$ cat config.mk
export PLATFORM = sky130hd
export DESIGN_NAME = cellrv32_trng_postproc
export DESIGN_NICKNAME = d
export VERILOG_FILES = /design/src/rtl/cellrv32_trng_postproc.sv
export SDC_FILE = /design/constraint.sdc
export NUM_CORES = 1
export LEC_CHECK = 0
export ABC_AREA = 1
export CORE_ASPECT_RATIO = 0.6
export CORE_UTILIZATION = 55
export CTS_CLUSTER_SIZE = 8
export DETAILED_ROUTE_END_ITERATION = 10
export HOLD_SLACK_MARGIN = 0.1
export MAX_ROUTING_LAYER = met4
export PLACE_DENSITY = 0.74
export SLEW_MARGIN = 5
export SYNTH_ARGS = -nofsm -noshare
export SYNTH_HDL_FRONTEND = slang
export SYNTH_SLANG_ARGS = --single-unit
export TNS_END_PERCENT = 5
$ cat constraint.sdc
create_clock -name clk_i -period 2.25 [get_ports clk_i]
set_input_delay 0.45 -clock clk_i [delete_from_list [all_inputs] [get_ports clk_i]]
set_output_delay 0.45 -clock clk_i [all_outputs]
set_load 0.02 [all_outputs]
$ cat src/rtl/cellrv32_trng_postproc.sv
// ---------------------------------------------------------------------------
// cellrv32_trng_postproc
// Entropy post-processing between the ring-oscillator source and the TRNG
// pool FIFO: repetition-count health test on every raw bit, optional von
// Neumann de-biasing, and MSB-first byte packing.
//
// Ports
//   clk_i        in   1  clock, rising edge
//   rst_i        in   1  synchronous active-high reset
//   enable_i     in   1  TRNG enable; low acts as a synchronous clear
//   raw_i        in   1  raw entropy bit
//   raw_valid_i  in   1  raw_i is valid this cycle
//   data_o       out  8  assembled random byte (held between strobes)
//   valid_o      out  1  one-cycle strobe for data_o (FIFO we_i)
//   alarm_o      out  1  sticky repetition-count failure flag
// ---------------------------------------------------------------------------
module cellrv32_trng_postproc #(
    parameter bit          POST_PROC_EN = 1'b1,
    parameter int unsigned REP_LIMIT    = 32
) (
    input  logic       clk_i,
    input  logic       rst_i,
    input  logic       enable_i,
    input  logic       raw_i,
    input  logic       raw_valid_i,
    output logic [7:0] data_o,
    output logic       valid_o,
    output logic       alarm_o
);

    localparam int unsigned CNT_W  = 8;
    localparam int unsigned BYTE_W = 8;
    localparam int unsigned BIT_W  = 3;

    typedef enum logic {
        PAIR_EMPTY = 1'b0,
        PAIR_HALF  = 1'b1
    } pair_state_e;

    pair_state_e             pair_state_q, pair_state_d;
    logic                    pair_bit_q,   pair_bit_d;
    logic [CNT_W-1:0]        rep_cnt_q,    rep_cnt_d;
    logic                    last_q,       last_d;
    logic [BYTE_W-2:0]       sr_q,         sr_d;
    logic [BIT_W-1:0]        bit_cnt_q,    bit_cnt_d;
    logic [BYTE_W-1:0]       data_q,       data_d;
    logic                    valid_q,      valid_d;
    logic                    alarm_q,      alarm_d;

    logic                    same_c;
    logic [CNT_W:0]          rep_inc_c;
    logic                    trip_c;
    logic                    emit_vld_c;
    logic                    emit_bit_c;

    // Health test, de-bias and packer next-state logic
    always_comb begin
        pair_state_d = pair_state_q;
        pair_bit_d   = pair_bit_q;
        rep_cnt_d    = rep_cnt_q;
        last_d       = last_q;
        sr_d         = sr_q;
        bit_cnt_d    = bit_cnt_q;
        data_d       = data_q;
        valid_d      = 1'b0;
        alarm_d      = alarm_q;
        emit_vld_c   = 1'b0;
        emit_bit_c   = 1'b0;

        // rep_cnt of zero means no history since the last clear
        same_c    = (rep_cnt_q != '0) && (raw_i == last_q);
        rep_inc_c = (CNT_W+1)'(rep_cnt_q) + (CNT_W+1)'(1);
        trip_c    = raw_valid_i && same_c && (rep_inc_c == (CNT_W+1)'(REP_LIMIT));

        if (raw_valid_i) begin
            if (same_c) begin
                if (rep_cnt_q != CNT_W'(REP_LIMIT)) begin
                    rep_cnt_d = rep_inc_c[CNT_W-1:0];
                end
            end else begin
                rep_cnt_d = CNT_W'(1);
                last_d    = raw_i;
            end
        end

        if (alarm_q || trip_c) begin
            // Tripping bit and everything after it never reach the packer
            alarm_d      = 1'b1;
            pair_state_d = PAIR_EMPTY;
            bit_cnt_d    = '0;
        end else if (raw_valid_i) begin
            if (POST_PROC_EN) begin
                if (pair_state_q == PAIR_EMPTY) begin
                    pair_state_d = PAIR_HALF;
                    pair_bit_d   = raw_i;
                end else begin
                    pair_state_d = PAIR_EMPTY;
                    emit_vld_c   = (pair_bit_q != raw_i);
                    emit_bit_c   = pair_bit_q;
                end
            end else begin
                emit_vld_c = 1'b1;
                emit_bit_c = raw_i;
            end
        end

        if (emit_vld_c) begin
            sr_d      = {sr_q[BYTE_W-3:0], emit_bit_c};
            bit_cnt_d = bit_cnt_q + BIT_W'(1);
            if (bit_cnt_q == BIT_W'(7)) begin
                data_d  = {sr_q, emit_bit_c};
                valid_d = 1'b1;
            end
        end
    end

    // State registers; reset and enable-low both zero everything
    always_ff @(posedge clk_i) begin
        if (rst_i || !enable_i) begin
            pair_state_q <= PAIR_EMPTY;
            pair_bit_q   <= 1'b0;
            rep_cnt_q    <= '0;
            last_q       <= 1'b0;
            sr_q         <= '0;
            bit_cnt_q    <= '0;
            data_q       <= '0;
            valid_q      <= 1'b0;
            alarm_q      <= 1'b0;
        end else begin
            pair_state_q <= pair_state_d;
            pair_bit_q   <= pair_bit_d;
            rep_cnt_q    <= rep_cnt_d;
            last_q       <= last_d;
            sr_q         <= sr_d;
            bit_cnt_q    <= bit_cnt_d;
            data_q       <= data_d;
            valid_q      <= valid_d;
            alarm_q      <= alarm_d;
        end
    end

    assign data_o  = data_q;
    assign valid_o = valid_q;
    assign alarm_o = alarm_q;

endmodule

## After elaboration in Yosys (flattened, before gate mapping)

Index checks and enable logic that the tools add are counted.

| operators by class | value |
|---|---|
| $add $sub $neg | 2 |
| eq/ne operators | 6 |
| muxes and demuxes | 12 |
| bitwise operators | 4 |
| reductions and logical operators | 14 |

Operators by type and width:

| cell | number |
|---|---|
| 2-to-1 mux 8 bit | 2 |
| adder 8 x 1 -> 9 bit, second input constant | 1 |
| equality test 9 x 6 -> 1 bit, second input constant | 1 |
| 2-to-1 mux 1 bit | 8 |
| != test 8 x 6 -> 1 bit, second input constant | 1 |
| nonzero test 8 bit | 1 |
| 2-to-1 mux 3 bit | 2 |
| AND reduction 2 bit | 3 |
| NOT 1 bit | 4 |
| OR reduction 2 bit | 2 |
| adder 3 x 1 -> 3 bit, second input constant | 1 |
| equality test 3 bit, second input constant | 1 |
| logical AND 1 bit | 3 |
| AND reduction 3 bit | 1 |
| logical OR 1 bit | 2 |
| != test 2 x 1 -> 1 bit, second input constant | 1 |
| nonzero test 2 bit | 1 |
| equality test 1 bit | 1 |
| logical NOT 1 bit | 1 |
| != test 1 bit | 1 |

| storage, ports and cells | value |
|---|---|
| register bits | 31 |
| input port bits | 5 |
| word-level logic and storage cells | 47 |

## Depth between registers and ports, before layout

Gate-level depths: netlist of run 1.

| depth | value |
|---|---|
| depth in word-level cells | 8 |
| gate-level depth with buffers | 14 |
| gate-level depth less buffers | 14 |

## Worst setup path after synthesis of run 1

No wires, ideal clock.

| timing path | value |
|---|---|
| path type | register to register |
| start point | register rep_cnt_q[0] |
| end point | register data_q[6], in the netlist data_o[6] |
| arrival time | 1.544 ns |
| required time | 2.137 ns |
| slack | 0.594 ns |
| stages on the path, launching flop included | 14 |
| buffers on the path | 1 |
| path through | dfxtp_1 > ha_1 > inv_1 > nand2_1 > nand2_1 > nor2_1 > nand3_1 > nor2_4 > nand3_4 > nand4_4 > buf_6 > nand2_1 > nand2_1 > nor2_1 |

| between the ends | value |
|---|---|
| cells in the longest elaborated chain, start to end | 7 |
| elaborated cells on any way between the ends | 9 |
| classes of those cells | 1 x add/sub; 1 x eq/ne; 1 x mux; 6 x reduce/logical |

RTL lines:

| what | line | source |
|---|---|---|
| start: declaration | 42 | `logic [CNT_W-1:0] rep_cnt_q, rep_cnt_d;` |
| start signal: assignment | 132 | `rep_cnt_q <= rep_cnt_d;` |
| parallel branches: the longest is 3 deep, another holds adder 8 x 1 -> 9 bit | - |  |
| logical AND 1 bit * | 73 | `trip_c = raw_valid_i && same_c && (rep_inc_c == (CNT_W+1)'(REP_LIMIT));` |
| logical OR 1 bit * | 86 | `if (alarm_q \|\| trip_c) begin` |
| 2-to-1 mux 1 bit * | 86 |  |
| AND reduction 2 bit (no source line) * | - |  |
| end signal: assignment | 136 | `data_q <= data_d;` |
| end: declaration | 46 | `logic [BYTE_W-1:0] data_q, data_d;` |

Every way passes the cells marked *.
A chain may end at the register's enable or synchronous reset.

## Worst setup path in the final report of run 1

| timing path | value |
|---|---|
| start point | input raw_valid_i |
| end point | register data_q[4], in the netlist data_o[4] |

| between the ends | value |
|---|---|
| cells in the longest elaborated chain, start to end | 5 |
| elaborated cells on any way between the ends | 6 |
| classes of those cells | 2 x mux; 4 x reduce/logical |

RTL lines:

| what | line | source |
|---|---|---|
| start: declaration | 25 | `input logic raw_valid_i,` |
| logical AND 1 bit (2 in a row) | 73 |  |
| logical OR 1 bit | 86 |  |
| 2-to-1 mux 1 bit * | 86 |  |
| AND reduction 2 bit (no source line) * | - |  |

Every way passes the cells marked *; elsewhere a longest branch is shown, timed or not.

==> results of run 1 <==
[power by group through the flow]
stage	clock network, mW	registers (mW)	logic, mW
final	0.480	0.556	0.0505
after detailed placement	0	0.568	0.0501
after floorplan	0	0.567	0.0313
after global routing	0.512	0.556	0.0564
after CTS	0.486	0.556	0.0503
after global placement	0	0.568	0.0491
[through the flow]
stage | hold slack (ns) | setup slack, ns | utilization, % | total power, mW
2_1_floorplan | 0.438 | 0.594 | - | 0.599
3_3_place_gp | 0.454 | 0.123 | 66.9 | 0.617
3_5_place_dp | 0.459 | 0.0370 | 66.9 | 0.618
4_1_cts | 0.470 | 0.322 | 70.7 | 1.09
5_1_grt | 0.485 | 0.111 | 70.7 | 1.12
6_report | 0.475 | 0.311 | 70.7 | 1.09
[worst max-delay path by stage]
stage / slack [ns] / to / cells after the start
finish: 0.31 / data_o[4] / 9
global route: 0.11 / pair_bit_q / 13
CTS: 0.32 / data_o[4] / 11
detailed placement: 0.04 / data_o[4] / 9
global placement: 0.12 / data_o[4] / 8
floorplan: 0.59 / data_o[6] / 13
[metal layers]
layer  global-route usage, %  part of all wire, %
met5                       -                    0
met4                    8.40                 0.85
met3                    7.13                  5.7
met2                    31.2                   37
met1                    37.0                   56
[layout make-up]
class / instances / area share (%)
Timing Repair Buffer: 17 / 8.93
Sequential cell: 31 / 34.1
Clock buffer: 8 / 5.49
Tap cell: 32 / 2.20
Inverter: 29 / 5.98
Multi-Input combinational cell: 153 / 43.3
[synth_stat cells]
master / count
a21oi_1: 13
nand3_1: 6
nand3_2: 2
nand2_2: 2
xor2_1: 1
dfxtp_1: 31
nor3_1: 2
o21ai_0: 1
nand2_1: 65
nand3_4: 2
o21bai_2: 1
clkbuf_2: 1
nand4_1: 5
nor2_2: 5
or2_2: 1
ha_1: 5
xnor2_1: 1
a22oi_1: 6
nor2_4: 1
inv_2: 2
buf_2: 1
clkinv_1: 3
nand4_4: 1
clkbuf_1: 1
buf_6: 1
inv_1: 24
o21ai_1: 1
o21ai_2: 1
nor2_1: 31
[worst max-delay path: stages]
cell             delay (ns)
clkdlybuf4s50_1        0.61
nand2_1                0.11
inv_1                  0.08
nand2_1                0.08
inv_1                  0.23
nand4_4                0.25
nor2_1                 0.22
nand2_1                0.07
nand2_1                0.06
[logic make-up after synthesis]
kind of cell,count (synthesis),synth area share (%)
adder cells (fa/ha/maj),5,4.05
XOR/XNOR,2,1.13
flip-flops,31,40.2
AND/OR/NAND/NOR,123,36.9
buffers and inverters,33,8.67
AO/OA/AOI/OAI,23,9.08
[flip-flops by register name, indices dropped and copies added (netlist names)]
register and flops:
alarm_o 1, bit_cnt_q 3, data_o 8, last_q 1
pair_bit_q 1, pair_state_q 1, rep_cnt_q 8, sr_q 7
valid_o 1
==> results.py, run 1 <==
metrics = {
    "global_routing": {
        "global_route.usage.total_pct": 24.8,
        "grt_pass1_wl_um": 5490,
        "first_global_vias": 1207,
        "antenna_found_initial": 0,
        "grt_max_degree": 16,
        "overflow": 0,
    },
    "place": {
        "placedCellCount": 262,
        "hpwl_um": 2400,
        "portBuffers": 14,
        "dpl-instance-area_mm2": 0.00172,
        "gp_congestion": 0.846,
    },
    "outcome": {
        "outcome": "completed",
    },
    "layout": {
        "final_cell_mix": "nand2_1, nor2_1, dfxtp_1, inv_1, clkdlybuf4s50_1",
        "num_antenna_cells": 0,
        "mostFrequentLayoutCell": "nand2_1",
        "nets": 247,
        "drive_gt1_share_pct": 11.8,
        "regArea_um2": 621,
        "multi_input_area_um2": 790,
        "area_delta_synth_final_pct": 18.0,
        "stdcell_count": 270,
        "n_fill_cell": 217,
        "final_area_mm2": 0.00182,
    },
    "timing": {
        "fin_crit_sh_pct": 86.2,
        "worstMarginPinSlew_ns": 0.390,
        "max_freq_ghz": 0.516,
        "final.min_clock_period_ns": 1.94,
        "setup_viol": 0,
        "finalSetupTns_ns": 0,
        "rsz0062_at_grt": "no",
        "maxSlewHeadroom_pct": 74.0,
        "drv_slew": 0,
        "hold_violations": 0,
        "skew_ns": 0.00295,
    },
    "critical_path": {
        "required_ns": 2.48,
        "crit_fanout": 15,
        "reg2reg_to": "data_o[4]",
        "arrival_ns": 2.16,
        "r2r_cells": 11,
        "path_class": "primary input to register",
        "startpoint": "raw_valid_i",
        "end_kind": "register",
        "rr_startpoint": "rep_cnt_q[0]",
        "critPathLaunchType": "primary input",
        "r2r_slack_ns": 0.32,
    },
    "routing": {
        "firstDrtPassIters": 4,
        "ant_nets": 0,
        "drc": 0,
        "post_drt_wl_per_cell_um": 11.8,
        "vias": 1356,
        "drtIter0Drc": 183,
        "routed_wl_um": 3180,
        "viasPerCell": 5.02,
    },
    "cts": {
        "cts.sinks": 31,
        "cts_setup_buffers": 0,
        "clock_path_buffers": 2,
        "root_buffer": "clkbuf_8",
        "clock_latency_ns": 0.28,
        "cts_resized": 0,
        "cts_tree": "built",
        "cts_buffers": 5,
        "path_clk_slew_ns": 0.06,
        "ctsHoldBuffers": 0,
        "htreeDepth": 2,
    },
    "synthesis": {
        "yosysWarnings": 0,
        "yosysSeqAreaShare_pct": 40.2,
        "syn_avg_cell_area_um2": 7.12,
        "synth_top_area_share_pct": 40.2,
        "synth_area_leaders": "dfxtp_1, nand2_1, nor2_1",
        "yosys.area.top_type": "dfxtp_1",
        "synth_cell_types": 29,
        "synth_fp_nets": 227,
        "ys_seq_elements": 31,
        "synth_cells": 217,
        "syn_area_mm2": 0.00154,
    },
    "die": {
        "num_rows": 14,
        "initial_core_util_pct": 60.0,
        "die_w_um": 70.4,
        "io_pins": 15,
        "core-area_mm2": 0.00257,
        "die_height_um": 43.0,
        "dieArea_mm2": 0.00303,
    },
    "pwr": {
        "seqPwrFrac_pct": 51.2,
        "p_leak_nw": 0.779,
        "sw_frac_of_total_pct": 21.7,
        "internal_power_mw": 0.851,
        "ir_drop_v": 0.000344,
        "power_frac_comb_pct": 4.7,
        "clockPowerShare_pct": 44.2,
        "power_density_mw_per_mm2": 596,
        "p_switching_mw": 0.236,
    },
    "hold_path": {
        "holdPathStages": 2,
        "min_from": "bit_cnt_q[2]",
        "min_to": "bit_cnt_q[2]",
        "holdCritPathClass": "register to register",
    },
    "flow_run": {
        "drv_cap": 0,
    },
}
(Power assumes the default switching activity.)
==> inputs of run 2 (changes only) <==
==> constraint.sdc (replaced) <==
create_clock -name clk_i -period 2.25 [get_ports clk_i]
set_input_delay 0.3375 -clock clk_i [delete_from_list [all_inputs] [get_ports clk_i]]
set_output_delay 0.3375 -clock clk_i [all_outputs]
set_load 0.02 [all_outputs]
==> results.py, run 2 (same netlist as run 1, synthesis figures left out) <==
metrics = {
    "cts": {
        "cts_tree": "built",
        "cts_buffers": 5,
        "cts_setup_buffers": 0,
        "root_buffer": "clkbuf_8",
        "cts_resized": 0,
        "cts.sinks": 31,
        "clock_path_buffers": 2,
        "clock_latency_ns": 0.28,
        "path_clk_slew_ns": 0.07,
        "htreeDepth": 2,
        "ctsHoldBuffers": 0,
    },
    "routing": {
        "viasPerCell": 5.00,
        "vias": 1346,
        "drtIter0Drc": 78,
        "routed_wl_um": 3170,
        "drc": 0,
        "post_drt_wl_per_cell_um": 11.8,
        "ant_nets": 0,
        "firstDrtPassIters": 4,
    },
    "critical_path": {
        "end_kind": "register",
        "path_class": "register to register",
        "required_ns": 2.47,
        "path_cells": "ha_1, nand3_2, nor2_2, nand2_1, nor2_2, nor2_2, nand3_4, nand4_4, nor2_1, nand2_1, nand2_1",
        "critPathLaunchType": "register",
        "crit_fanout": 15,
        "cpPeakStageDelay_ns": 0.44,
        "arrival_ns": 2.20,
        "cp_slowest_cell": "dfxtp_1",
    },
    "place": {
        "portBuffers": 14,
        "hpwl_um": 2360,
        "dp_slack_ns": 0.116,
        "gp_congestion": 0.877,
    },
    "global_routing": {
        "grt_max_degree": 16,
        "global_route.usage.total_pct": 24.1,
        "antenna_found_initial": 0,
        "grt_pass1_wl_um": 5330,
        "overflow": 0,
        "first_global_vias": 1188,
    },
    "pwr": {
        "power_density_mw_per_mm2": 578,
        "p_leak_nw": 0.774,
        "ir_drop_v": 0.000459,
    },
    "layout": {
        "nets": 247,
        "area_delta_synth_final_pct": 17.2,
        "n_fill_cell": 206,
        "drive_gt1_share_pct": 11.8,
        "num_antenna_cells": 0,
        "mostFrequentLayoutCell": "nand2_1",
        "final_cell_mix": "nand2_1, nor2_1, dfxtp_1, inv_1, clkdlybuf4s50_1",
    },
    "timing": {
        "setup_slack_ns": 0.276,
        "rsz0062_at_grt": "no",
        "worstMarginPinSlew_ns": 0.368,
        "hold_violations": 0,
        "skew_ns": 0.00586,
        "maxSlewHeadroom_pct": 75.4,
        "drv_slew": 0,
        "setup_viol": 0,
        "max_freq_ghz": 0.507,
        "finalSetupTns_ns": 0,
        "fin_crit_sh_pct": 87.7,
        "final.min_clock_period_ns": 1.97,
    },
    "die": {
        "num_rows": 14,
        "die_height_um": 43.0,
        "dieArea_mm2": 0.00303,
        "initial_core_util_pct": 60.0,
        "io_pins": 15,
        "core-area_mm2": 0.00257,
        "die_w_um": 70.4,
    },
    "outcome": {
        "outcome": "completed",
    },
    "hold_path": {
        "holdCritPathClass": "register to register",
    },
    "flow_run": {
        "drv_cap": 0,
    },
}
[run 2: changes by cell type in the layout (fill, tap and decap cells not counted)]
cell,previous run,this run
clkbuf_8,7,6
clkbuf_1,1,0
clkinv_2,0,1
[run 2: metal layers]
| layer | global-route usage (%) | vias to the layer above | part of all wire [%] |
|---|---|---|---|
| li1 | - | 721 | - |
| met4 | 8.40 | 0 | 0.79 |
| met5 | - | - | 0 |
| met3 | 6.41 | 2 | 5.3 |
| met1 | 36.4 | 585 | 57 |
| met2 | 29.9 | 38 | 37 |
[run 2: final timing paths]
path / slack [ns] / end / from / cells past startpoint
setup / recovery: 0.28 / data_o[4] / rep_cnt_q[0] / 11
hold reg to reg: 0.48 / sr_q[3] / sr_q[2] / 2
hold / removal: 0.48 / sr_q[3] / sr_q[2] / 2
setup reg to reg: 0.28 / data_o[4] / rep_cnt_q[0] / 11
[run 2: stage by stage]
step	hold WS (ns)	utilization (%)	instances	cell area [um^2]	power, mW
2_1_floorplan	0.438	-	217	1540	0.599
5_1_grt	0.503	70.3	269	1810	1.08
3_3_place_gp	0.454	66.9	262	1720	0.617
3_5_place_dp	0.473	66.9	262	1720	0.619
4_1_cts	0.483	70.3	269	1810	1.05
6_report	0.484	70.3	269	1810	1.05
[run 2: worst max-delay path: cells and delay by family, from the launching register on]
family,cells,cell delay (ns)
flip-flops,1,0.44
AND/OR/NAND/NOR,10,1.19
adder cells (fa/ha/maj),1,0.27
[run 2: area by class of cell]
cell class              count  area [um^2]  area share (%)
inverters                  29          109            6.02
flip-flops and latches     31          621            34.3
clock buffers               6         82.6            4.56
multi-input cells         153          790            43.6
well taps                  32         40.0            2.21
clock inverters             1         5.00           0.277
repair buffers             17          163            8.99
[run 2: where the power goes]
part	total (mW)	internal [mW]	switching (mW)	leakage (nW)
combinational	0.0507	0.0194	0.0313	0.477
clock	0.439	0.239	0.199	0.0470
sequential	0.556	0.552	0.00356	0.250
==> inputs of run 3 (changes only) <==
--- a/config.mk
+++ b/config.mk
@@ -10,6 +10,7 @@
 export CORE_UTILIZATION = 55
 export CTS_CLUSTER_SIZE = 8
 export DETAILED_ROUTE_END_ITERATION = 10
+export GPL_TIMING_DRIVEN = 0
 export HOLD_SLACK_MARGIN = 0.1
 export MAX_ROUTING_LAYER = met4
 export PLACE_DENSITY = 0.74
==> results.py, run 3 (same netlist as run 1, synthesis figures left out) <==
metrics = {
    "pwr": {
        "power_density_mw_per_mm2": 578,
        "p_switching_mw": 0.233,
        "clockPowerShare_pct": 42.0,
        "p_leak_nw": 0.772,
        "power_frac_comb_pct": 4.6,
        "internal_power_mw": 0.808,
        "ir_drop_v": 0.000474,
        "sw_frac_of_total_pct": 22.4,
        "seqPwrFrac_pct": 53.4,
    },
    "outcome": {
        "outcome": "completed",
    },
    "layout": {
        "final_cell_mix": "nand2_1, nor2_1, dfxtp_1, inv_1",
        "drive_gt1_share_pct": 11.8,
        "num_antenna_cells": 0,
        "n_fill_cell": 216,
        "area_delta_synth_final_pct": 16.7,
        "nets": 247,
        "stdcell_count": 269,
        "mostFrequentLayoutCell": "nand2_1",
    },
    "timing": {
        "drv_slew": 0,
        "skew_ns": 0.00794,
        "fin_crit_sh_pct": 91.1,
        "finalSetupTns_ns": 0,
        "worstMarginPinSlew_ns": 0.534,
        "hold_violations": 0,
        "maxSlewHeadroom_pct": 64.4,
        "setup_viol": 0,
        "max_freq_ghz": 0.488,
        "final.min_clock_period_ns": 2.05,
        "rsz0062_at_grt": "no",
    },
    "critical_path": {
        "end_kind": "register",
        "required_ns": 2.39,
        "reg2reg_to": "rep_cnt_q[7]",
        "arrival_ns": 2.19,
        "rr_startpoint": "rep_cnt_q[0]",
        "startpoint": "rep_cnt_q[0]",
        "crit_fanout": 9,
        "path_class": "register to register",
        "r2r_cells": 10,
        "r2r_slack_ns": 0.20,
        "critPathLaunchType": "register",
    },
    "cts": {
        "path_clk_slew_ns": 0.07,
        "ctsHoldBuffers": 0,
        "cts.sinks": 31,
        "cts_tree": "built",
        "cts_resized": 0,
        "clock_path_buffers": 2,
        "htreeDepth": 2,
        "clock_latency_ns": 0.28,
        "cts_buffers": 5,
        "cts_setup_buffers": 0,
        "root_buffer": "clkbuf_8",
    },
    "routing": {
        "drc": 0,
        "ant_nets": 0,
        "vias": 1379,
        "firstDrtPassIters": 4,
        "routed_wl_um": 3270,
        "viasPerCell": 5.13,
        "drtIter0Drc": 126,
        "post_drt_wl_per_cell_um": 12.1,
    },
    "hold_path": {
        "holdCritPathClass": "primary input to register",
        "min_from": "raw_valid_i",
        "holdPathStages": 2,
        "min_to": "last_q",
    },
    "global_routing": {
        "overflow": 0,
        "global_route.usage.total_pct": 24.8,
        "antenna_found_initial": 0,
        "grt_pass1_wl_um": 5560,
        "grt_max_degree": 11,
        "first_global_vias": 1247,
    },
    "die": {
        "initial_core_util_pct": 60.0,
        "dieArea_mm2": 0.00303,
        "io_pins": 15,
        "num_rows": 14,
        "core-area_mm2": 0.00257,
        "die_w_um": 70.4,
        "die_height_um": 43.0,
    },
    "place": {
        "portBuffers": 13,
        "gp_congestion": 0.889,
        "placedCellCount": 262,
        "hpwl_um": 2520,
    },
    "flow_run": {
        "drv_cap": 0,
    },
}
-- run 3: changes by cell type in the layout (fill, tap and decap cells not counted), sizes merged --
cell           before  now
clkdlybuf4s50      14   13
buf                 3    2
clkbuf              6    8
-- run 3: power by group through the flow --
stage	clock network, mW	registers, mW	logic (mW)
detailed placement	0	0.568	0.0470
global placement	0	0.568	0.0457
CTS	0.438	0.556	0.0473
global route	0.461	0.556	0.0525
finish	0.438	0.556	0.0475
floorplan	0	0.567	0.0313
-- run 3: worst max-delay path, stage by stage, from the launching register on --
cell and delay, ns:
dfxtp_1 0.45, inv_1 0.09, ha_1 0.21, nand2_1 0.06, nor2_1 0.06, nand2_1 0.08, nand2_1 0.09, o21ai_2 0.43
nor2_2 0.18, a22oi_1 0.19, nor2_1 0.06
-- run 3: worst max-delay path by stage --
stage	slack [ns]	end	depth (start not counted)
final	0.20	rep_cnt_q[7]	10
after global routing	0.08	rep_cnt_q[4]	10
after CTS	0.24	rep_cnt_q[2]	10
after detailed placement	0.09	rep_cnt_q[2]	7
after global placement	0.10	rep_cnt_q[6]	7
after floorplan	0.59	data_o[6]	13
-- run 3: final cells by class --
| cell class | count | area, um^2 | share of cell area (%) |
|---|---|---|---|
| timing repair buffer | 13 | 130 | 7.22 |
| clock buffer | 6 | 82.6 | 4.58 |
| inverter | 29 | 109 | 6.04 |
| clock inverter | 1 | 5.00 | 0.278 |
| buffer | 4 | 25.0 | 1.39 |
| multi-input combinational | 153 | 790 | 43.8 |
| sequential | 31 | 621 | 34.4 |
| tap | 32 | 40.0 | 2.22 |
-- run 3: layer usage --
| metal | track usage (%) | part of all wire [%] | vias up |
|---|---|---|---|
| li1 | - | - | 717 |
| met1 | 36.0 | 56 | 629 |
| met2 | 33.9 | 39 | 31 |
| met3 | 7.36 | 5.4 | 2 |
| met4 | 4.80 | 0.24 | 0 |
| met5 | - | 0 | - |
-- run 3: through the flow --
step / hold slack [ns] / utilization (%) / power, mW / worst slack, ns / cell area, um^2
after global placement: 0.452 / 66.6 / 0.613 / 0.101 / 1710
after CTS: 0.391 / 70.0 / 1.04 / 0.242 / 1800
after detailed placement: 0.463 / 66.6 / 0.615 / 0.0949 / 1710
final: 0.395 / 70.0 / 1.04 / 0.199 / 1800
after floorplan: 0.438 / - / 0.599 / 0.594 / 1540
after global routing: 0.402 / 70.0 / 1.07 / 0.0756 / 1800
